File: src/rtl/hash_msg_loader.sv
// Message-block loader for a hash core: gathers 16 bytes, runs the core
// under a watchdog, then holds the core idle for a fixed gap before reloading.
module hash_msg_loader #(
  parameter int TIMEOUT    = 63,
  parameter int GAP_CYCLES = 2
) (
  input  logic       clk,
  input  logic       reset,
  input  logic [7:0] in_byte,
  input  logic       in_valid,
  output logic       in_ready,
  input  logic       core_done,
  output logic       core_ready,
  output logic [7:0] array_numbers0,
  output logic [7:0] array_numbers1,
  output logic [7:0] array_numbers2,
  output logic [7:0] array_numbers3,
  output logic [7:0] array_numbers4,
  output logic [7:0] array_numbers5,
  output logic [7:0] array_numbers6,
  output logic [7:0] array_numbers7,
  output logic [7:0] array_numbers8,
  output logic [7:0] array_numbers9,
  output logic [7:0] array_numbers10,
  output logic [7:0] array_numbers11,
  output logic [7:0] array_numbers12,
  output logic [7:0] array_numbers13,
  output logic [7:0] array_numbers14,
  output logic [7:0] array_numbers15,
  output logic [7:0] block_count,
  output logic       timeout_err
);

  localparam int WD_W = $clog2(TIMEOUT + 1);

  typedef enum logic [1:0] {LOAD, RUN, GAP} state_t;

  state_t          state;
  logic [4:0]      idx;
  logic [WD_W-1:0] wdog;
  logic [3:0]      gap_cnt;
  logic [7:0]      blk [16];

  assign in_ready = (state == LOAD);

  always_ff @(posedge clk) begin
    if (reset) begin
      state       <= LOAD;
      idx         <= 5'd0;
      wdog        <= '0;
      gap_cnt     <= 4'd0;
      core_ready  <= 1'b0;
      block_count <= 8'd0;
      timeout_err <= 1'b0;
      for (int i = 0; i < 16; i++) blk[i] <= 8'd0;
    end else begin
      case (state)
        LOAD: begin
          if (in_valid) begin
            blk[idx[3:0]] <= in_byte;
            if (idx == 5'd15) begin
              idx        <= 5'd0;
              wdog       <= '0;
              core_ready <= 1'b1;
              state      <= RUN;
            end else begin
              idx <= idx + 5'd1;
            end
          end
        end
        RUN: begin
          wdog <= wdog + WD_W'(1);
          // The cycle that would make the count reach TIMEOUT is the last one
          // allowed; a done on that same cycle still wins over the timeout.
          if (core_done || (wdog == WD_W'(TIMEOUT - 1))) begin
            if (!core_done) timeout_err <= 1'b1;
            core_ready  <= 1'b0;
            block_count <= block_count + 8'd1;
            gap_cnt     <= 4'd0;
            state       <= GAP;
          end
        end
        GAP: begin
          if (gap_cnt == 4'(GAP_CYCLES - 1)) state <= LOAD;
          else gap_cnt <= gap_cnt + 4'd1;
        end
        default: state <= LOAD;
      endcase
    end
  end

  assign array_numbers0  = blk[0];
  assign array_numbers1  = blk[1];
  assign array_numbers2  = blk[2];
  assign array_numbers3  = blk[3];
  assign array_numbers4  = blk[4];
  assign array_numbers5  = blk[5];
  assign array_numbers6  = blk[6];
  assign array_numbers7  = blk[7];
  assign array_numbers8  = blk[8];
  assign array_numbers9  = blk[9];
  assign array_numbers10 = blk[10];
  assign array_numbers11 = blk[11];
  assign array_numbers12 = blk[12];
  assign array_numbers13 = blk[13];
  assign array_numbers14 = blk[14];
  assign array_numbers15 = blk[15];

endmodule

File: config.mk
export PLATFORM = sky130hd
export DESIGN_NAME = hash_msg_loader
export DESIGN_NICKNAME = d
export VERILOG_FILES = /design/src/rtl/hash_msg_loader.sv
export SDC_FILE = /design/constraint.sdc
export NUM_CORES = 1
export LEC_CHECK = 0
export CORE_MARGIN = 10
export CORE_UTILIZATION = 50
export DETAILED_ROUTE_END_ITERATION = 12
export PLACE_DENSITY = 0.8
export SKIP_LAST_GASP = 1
export SLEW_MARGIN = 40
export SYNTH_ARGS = -nofsm -noshare
export SYNTH_HDL_FRONTEND = slang
export SYNTH_SLANG_ARGS = --single-unit
File: constraint.sdc
create_clock -name clk -period 3.2 [get_ports clk]
set_input_delay 0.64 -clock clk [delete_from_list [all_inputs] [get_ports clk]]
set_output_delay 0.64 -clock clk [all_outputs]
set_load 0.05 [all_outputs]
==> flow_metrics.py <==
metrics = {
    "outcome": {
        "run_status": "complete, no violations",
    },
    "synthesis": {
        "yosysWarnings": 0,
        "yosysTopAreaCellShare": 0.614,
        "async_flop_share": 0,
        "synth_nets": 480,
        "ys_seq_area_frac": 0.701,
        "synthFlopType": "edfxtp_1",
        "synth_area_leaders": "edfxtp_1 61%, and2_1 13%, dfxtp_1 8.6%",
        "ys_ff_latch": 155,
        "synth_edf_count": 128,
        "yosysUniqueCellTypes": 43,
        "synth_area_sq_mm": 0.00626,
        "synth_cells": 459,
        "syn_avg_cell_area_sq_um": 13.6,
        "synthTopCellsByCount": "128 x and2_1, 128 x edfxtp_1, 30 x nor2_1",
        "yosysTopAreaCell": "edfxtp_1",
    },
    "worst_setup_path": {
        "crit_type": "register to output port",
        "endpoint_kind": "output port",
        "crit_fanout": 10,
        "cp.required_ns": 2.56,
        "critPathLaunchType": "register",
        "cp.arrival_ns": 1.83,
    },
    "clock_tree": {
        "cts.clk_slew.worst_paths_ns": 0.06,
        "cts_hold_buffers": 0,
        "root_buffer": "clkbuf_16",
        "cts_made_buffers": 17,
        "cts_tree": "built",
        "cts.sinks": 155,
        "cts_max_level": 4,
        "cts_resized": 0,
        "cts_buffer_depth": 2,
        "cts_setup_buffers": 0,
        "worst_skew_pair.late_latency_ns": 0.43,
    },
    "global_routing": {
        "grt_pass1_wl_microns": 24500,
        "antenna_found_initial": 0,
        "grt_pass1_vias": 4338,
        "grt_start_max_net_pins": 36,
        "track_usage": 0.182,
        "overflow": 0,
    },
    "timing": {
        "setup_violations": 0,
        "final.setup.tns_ns": 0,
        "rsz0062_at_grt": "false",
        "holdWs_ns": 0.471,
        "fin_skew_ns": 0.00809,
        "slew_violations": 0,
        "fmax_mhz": 404,
        "period_share": 0.773,
        "worst_slew_pin_slew_ns": 0.805,
        "min_period_ns": 2.47,
        "slew_headroom": 0.462,
        "worst_slack_ns": 0.728,
        "finalHoldViolCount": 0,
    },
    "place": {
        "dp.final_hpwl_microns": 11300,
        "gp_congestion": 0.800,
        "io_buffers": 150,
        "postPlaceCellArea_sq_mm": 0.00789,
        "post-place-ws_ns": 0.456,
        "dp_cells": 761,
    },
    "detailed_routing": {
        "ant_nets": 0,
        "wl_per_cell_microns": 20.0,
        "drt-initial-drc-count": 426,
        "drc_errors": 0,
        "vias": 4126,
        "wl_microns": 15900,
        "firstDrtPassIters": 5,
        "vias_per_cell": 5.20,
    },
    "layout": {
        "n_antenna_cell": 0,
        "syn2layout_area_growth_pct": 35.9,
        "fin_area_sq_mm": 0.00850,
        "fin_cells": 794,
        "drive_gt1_frac": 0.0958,
        "fin_nets": 634,
    },
    "floorplanning": {
        "die_area_sq_mm": 0.0174,
        "core_sq_mm": 0.0121,
        "rows": 40,
        "die_h_microns": 132,
        "floorplan.io_pins": 151,
        "start_util": 0.517,
        "die_w_microns": 132,
    },
    "flow_run": {
        "cap_violations": 0,
    },
    "min_path": {
        "hold_class": "register to register",
    },
    "power": {
        "vdd_drop_max_mv": 0.326,
        "power_density_mw_per_mm2": 564,
        "leakage_nw": 3.13,
    },
}
## critical path, stage by stage, from the launching register on
cell             delay [ns]
dfxtp_1                0.43
nor2_1                 0.15
clkdlybuf4s50_1        0.84
## sequential cells by signal, summed over array words and instances, names as in the netlist
signal       flops
state            2
timeout_err      1
gap_cnt          4
idx              5
wdog             6
blk            128
block_count      8
core_ready       1
## layout make-up
class / instances / area [sq um]
timing repair buffer: 154 / 1530
fill: 834 / 3610
inverter: 8 / 30.0
clock inverter: 14 / 171
tap: 168 / 210
clock buffer: 18 / 429
multi-input combinational: 277 / 1740
sequential: 155 / 4380
## per-stage QoR
stage / total power [mW] / util
finish: 4.80 / 0.702
detailed placement: 2.82 / 0.652
floorplan: 2.62 / -
global route: 4.91 / 0.702
global placement: 2.81 / 0.652
CTS: 4.81 / 0.701
## layer usage
metal / GRT usage / wire (microns)
met2: 0.289 / 7410
met5: 0 / 0
met1: 0.211 / 6480
met3: 0.0644 / 1470
met4: 0.104 / 524
## kinds of logic (layout without fill, tap and decap cells)
logic type      after synthesis  after routing  share of synthesized area
compound gates               38             38                     0.0390
xor+xnor                      4              4                    0.00560
fa+ha+maj                     9              9                     0.0180
buf+inv                      27            194                     0.0206
flops                       155            155                      0.701
mux                           1              1                    0.00160
simple gates                225            225                      0.214
## where the power goes
part | leakage [nW] | switching [mW] | internal (mW)
registers | 1.54 | 0.0334 | 2.25
clock network | 0.275 | 0.796 | 1.23
logic | 1.31 | 0.354 | 0.140
## path summary, 6_finish.rpt
kind,from,to,slack [ns],cells after the start
max,state[1]$_SDFFE_PP0P_,in_ready,0.73,2
min,timeout_err$_SDFFE_PP0P_,timeout_err$_SDFFE_PP0P_,0.47,2
max reg2reg,state[1]$_SDFFE_PP0P_,blk[11][7]$_SDFFCE_PN0P_,1.09,4
min reg2reg,timeout_err$_SDFFE_PP0P_,timeout_err$_SDFFE_PP0P_,0.47,2
## placed cells by master (no fill, tap or decap), types with 2 or more instances in the layout
cell | netlist | final
inv_1 | 8 | 8
nand2b_1 | 5 | 5
xor2_1 | 2 | 2
or4_1 | 2 | 2
nor3_1 | 5 | 5
a31oi_1 | 2 | 2
clkbuf_16 | 0 | 17
ha_1 | 9 | 9
or2_2 | 16 | 16
edfxtp_1 | 128 | 128
clkinv_2 | 0 | 2
buf_4 | 3 | 4
xnor2_1 | 2 | 2
and2_1 | 128 | 128
o21ai_0 | 9 | 9
or3_1 | 9 | 9
a21oi_1 | 16 | 16
clkinvlp_4 | 0 | 6
o31ai_1 | 2 | 2
nand2_1 | 9 | 9
nor3b_1 | 2 | 2
clkdlybuf4s50_1 | 0 | 150
nor3_2 | 3 | 3
bufinv_16 | 0 | 3
nor2_1 | 30 | 30
dfxtp_1 | 27 | 27
nand3_1 | 8 | 8
clkinv_4 | 0 | 2
Power figures use the tool's default switching activity.
